===== src/rtl/receiver_pkg.sv =====
// Shared types and defaults for the oversampling serial receiver.
package receiver_pkg;

  localparam int DEF_CLKS_PER_BIT = 8;
  localparam int DEF_DATA_BITS    = 8;

  typedef enum logic [2:0] {
    IDLE,
    START,
    DATA,
    STOP,
    WAIT_HIGH
  } state_t;

endpackage


===== src/rtl/receiver_rx_sync.sv =====
// Two-flop synchronizer for the asynchronous serial line; resets to idle-high.
module rx_sync (
  input  logic clk,
  input  logic clr,
  input  logic d,
  output logic q
);

  logic meta_reg;
  logic sync_reg;

  always_ff @(posedge clk or posedge clr) begin
    if (clr) begin
      meta_reg <= 1'b1;
      sync_reg <= 1'b1;
    end else begin
      meta_reg <= d;
      sync_reg <= meta_reg;
    end
  end

  assign q = sync_reg;

endmodule


===== src/rtl/receiver.sv =====
// Serial frame receiver: mid-bit sampling of a start/data/stop frame, LSB first,
// presenting each good byte with a REQ/ACK handshake.
module receiver
  import receiver_pkg::*;
#(
  parameter int CLKS_PER_BIT = DEF_CLKS_PER_BIT,
  parameter int DATA_BITS    = DEF_DATA_BITS
) (
  input  logic                 clk,
  input  logic                 clr,
  input  logic                 RCV,
  input  logic                 RCV_ACK,
  output logic                 RCV_REQ,
  output logic [DATA_BITS-1:0] RCV_DATA
);

  localparam int TW = $clog2(CLKS_PER_BIT);
  localparam int IW = (DATA_BITS > 1) ? $clog2(DATA_BITS) : 1;

  logic line;

  rx_sync u_sync (
    .clk (clk),
    .clr (clr),
    .d   (RCV),
    .q   (line)
  );

  state_t                state_reg, state_next;
  logic [TW-1:0]         timer_reg, timer_next;
  logic [IW-1:0]         idx_reg, idx_next;
  logic [DATA_BITS-1:0]  shift_reg, shift_next;
  logic [DATA_BITS-1:0]  data_reg, data_next;
  logic                  req_reg, req_next;

  always_ff @(posedge clk or posedge clr) begin
    if (clr) begin
      state_reg <= IDLE;
      timer_reg <= '0;
      idx_reg   <= '0;
      shift_reg <= '0;
      data_reg  <= '0;
      req_reg   <= 1'b0;
    end else begin
      state_reg <= state_next;
      timer_reg <= timer_next;
      idx_reg   <= idx_next;
      shift_reg <= shift_next;
      data_reg  <= data_next;
      req_reg   <= req_next;
    end
  end

  always_comb begin
    state_next = state_reg;
    timer_next = timer_reg + TW'(1);
    idx_next   = idx_reg;
    shift_next = shift_reg;
    data_next  = data_reg;
    req_next   = req_reg;

    // Acknowledge first so that a load on the same edge overrides it.
    if (req_reg && RCV_ACK) begin
      req_next = 1'b0;
    end

    case (state_reg)
      IDLE: begin
        timer_next = '0;
        if (!line) begin
          state_next = START;
        end
      end
      START: begin
        if (timer_reg == TW'(CLKS_PER_BIT / 2 - 1)) begin
          timer_next = '0;
          idx_next   = '0;
          state_next = line ? IDLE : DATA;
        end
      end
      DATA: begin
        if (timer_reg == TW'(CLKS_PER_BIT - 1)) begin
          timer_next          = '0;
          shift_next[idx_reg] = line;
          if (idx_reg == IW'(DATA_BITS - 1)) begin
            state_next = STOP;
          end else begin
            idx_next = idx_reg + IW'(1);
          end
        end
      end
      STOP: begin
        if (timer_reg == TW'(CLKS_PER_BIT - 1)) begin
          timer_next = '0;
          if (line) begin
            data_next  = shift_reg;
            req_next   = 1'b1;
            state_next = IDLE;
          end else begin
            state_next = WAIT_HIGH;
          end
        end
      end
      WAIT_HIGH: begin
        timer_next = '0;
        if (line) begin
          state_next = IDLE;
        end
      end
      default: begin
        timer_next = '0;
        state_next = IDLE;
      end
    endcase
  end

  assign RCV_REQ  = req_reg;
  assign RCV_DATA = data_reg;

endmodule


===== config.mk =====
export PLATFORM = sky130hd
export DESIGN_NAME = receiver
export DESIGN_NICKNAME = d
export VERILOG_FILES = /design/src/rtl/receiver_pkg.sv /design/src/rtl/receiver_rx_sync.sv /design/src/rtl/receiver.sv
export SDC_FILE = /design/constraint.sdc
export NUM_CORES = 1
export LEC_CHECK = 0
export CAP_MARGIN = 0
export CORE_ASPECT_RATIO = 0.8
export CORE_UTILIZATION = 30
export CTS_CLUSTER_SIZE = 28
export DETAILED_ROUTE_END_ITERATION = 8
export SYNTH_ARGS = -nofsm -noshare
export SYNTH_HDL_FRONTEND = slang
export SYNTH_SLANG_ARGS = --single-unit

===== constraint.sdc =====
create_clock -name clk -period 3.25 [get_ports clk]
set_input_delay 0.4875 -clock clk [delete_from_list [all_inputs] [get_ports clk]]
set_output_delay 0.4875 -clock clk [all_outputs]
set_load 0.005 [all_outputs]

==> results.md <==
- Post-CTS Setup Inserts: 0
- Leakage: slightly below 0.0007 uW
- Skew-Pair Late Insertion Delay: ~0.27 ns
- Gate Count Post-Synth: slightly above 100
- Part of the power in registers: about 50%
- Commonest non-fill, non-tap cell in the layout: dfrtp_1
- # diodes: 0
- Setup Crit Path Kind: reg -> reg
- Die X: 75.5 um
- Worst Tran Pin Value: between 0.9 and 1 ns
- Hpwl dp: approximately 1500 um
- Setup slack, reg-to-reg: approximately 1.5 ns
- Register area share after synthesis: a little over half
- Routability congestion estimate: about 0.73
- Max_cap viols: 0
- CP arrival: around 2.0 ns
- Post-route ant nets: 0
- CTS tree: yes
- Final setup fails: 0
- DRC: 0
- Period utilization: around 55%
- Antenna violations before repair: 0
- Synth Warn #: 0
- Synth cell types: 27
- Met1 Wirelength: between 1000 and 1500 um
- Layout area overhead: 17.2%
- Top-area cell type share of the netlist area: between 50% and 60%
- DIE HEIGHT: roughly 60 um
- Worst Setup SP: timer_reg[0]
- Internal power: about 650 uW
- Clock transition at path regs: 0.09 ns
- Sink Count: 28
- CTS Hold Bufs: 0
- Syn nets: 113
- Clock power frac: between 30% and 40%
- Main area contributors after synthesis: dfrtp_1 50%, mux2_2 11%, ha_1 6.8%, dfstp_2 4.1%, o31ai_1 2.3%
- Net Sw Frac: approximately a quarter
- Starting Density: approximately 33%
- Max Slew Vio Count: 0
- Path type of the worst min-delay path: reg -> reg
- Vias in the first global route: between 700 and 800
- WL/cell: about 12 um
- Clock Path Buffers: 2
- Drt total wl: a little under 2000 um
- Post-synth top area cell: dfrtp_1
- Worst-path maximum fanout: 9
- Slew HR: 33.4%
- Die Area: between 4000 and 5000 sq um
- Synthesized area per cell: approximately 13 sq um
- Num CTS Buffers: 3
- Root Buffer: clkbuf_8
- Total GRT Usage: 10.6%
- Pin count of the biggest net entering global routing: 29
- Combinational Power Share: a little under a fifth
- Drt via density: ~4.5
- Setup Skew: roughly 0.0023 ns
- Sw Pwr: 231 uW
- DRT Pass-1 Iters: 4
- PwrDens: between 500 and 600 nW/um^2
- Max IR drop VDD: 0.334 mV
- Share of cells above drive strength 1: 21.2%
- Placed insts: between 150 and 200
- WHS: between 0.3 and 0.4 ns
- RSZ-0062 raised after global routing: false
- Min Tclk post-route: 1.80 ns
- Most frequent cells in the layout: 26 x dfrtp_1, 13 x mux2_2, 12 x clkdlybuf4s50_1
- First-pass GRT wire length: approximately 3600 um
- Post-cts resize count: 0
- Core box area: around 4000 sq um
- H-Tree Depth: 1
- R2r startpoint: timer_reg[0]
- WL met3: between 80 and 90 um
- Num ports: 13
- Synthesized cell area: 1290 sq um
- Worst hold start: u_sync.meta_reg
- Setup TNS: 0 ns
- Fin nets: ~130
- IO buf count: 12
- Total number of vias: around 760
- Final Instance Count excl. Fillers: 168
- Critical Path End Type: flop
- Top sig layer: met3
- Iteration-0 DRC Markers: 20
- Wire length on met2: between 800 and 900 um
- Max Fclk: 557 MHz
- FF+latch count, synth: 28
- WP data required: ~3.4 ns
- Final count of hold timing violations: 0
- Grt ovf: 0
- Status: complete, no violations
- Startpoint type of the worst setup path: flop
- Site row count: 20
power groups by stage:
stage	combinational (uW)	sequential [uW]	clock (uW)
floorplan	177	422	0
global placement	160	454	0
detailed placement	165	456	0
CTS	165	449	278
global route	185	460	295
finish	162	450	268
stage by stage:
stage	cell area, sq um	power, uW	setup slack [ns]	utilization (%)
finish	1520	880	1.45	38.4
global route	1520	940	1.35	38.4
CTS	1520	892	1.45	38.4
detailed placement	1450	620	1.47	36.6
global placement	1450	614	1.47	36.6
floorplan	1290	599	1.56	-
synth_stat cells (all sizes together):
master	n
a21o	1
a21oi	2
a22o	2
a2bb2oi	1
buf	5
dfrtp	26
dfstp	2
ha	7
inv	6
mux2	14
mux4	1
nand2	5
nand2b	1
nand3	1
nand3b	2
nand4b	1
nand4bb	2
nor2	5
nor3	5
nor3b	2
o21ai	5
o31ai	4
or2	1
or4b	1
final timing paths:
path / to / cells after the start
max in group asynchronous: shift_reg[3] / 2
min in group asynchronous: state_reg[1] / 2
max reg2reg: RCV_DATA[5] / 5
min reg2reg: u_sync.q / 0
min: u_sync.q / 0
max: RCV_DATA[5] / 5
layer usage:
metal	vias to the layer above	track usage, %
met5	-	0
met1	367	13.9
met3	0	3.99
li1	384	-
met2	12	17.6
met4	0	0.794
kinds of logic (layout without fill, tap and decap cells):
logic type      Yosys count  in the layout  synth area share (%)
flops                    28             28                  54.3
compound gates           15             15                  7.63
fa+ha+maj                 7              7                  6.76
mux                      15             15                  13.9
buf+inv                  11             22                  4.64
simple gates             26             26                  12.8
area by class of cell:
type	count	area, sq um
tap	55	68.8
timing repair buffer	12	120
clock inverter	1	30.0
inverter	6	22.5
multi-input combinational	63	532
clock buffer	3	41.3
sequential	28	703
fill	416	2440
worst max-delay path: stages (launching register included):
cell and delay [ns]:
dfrtp_1 0.36, ha_1 0.23, ha_1 0.25, nand4b_1 0.13, or2_2 0.42, mux2_2 0.30
(Power assumes the default switching activity.)
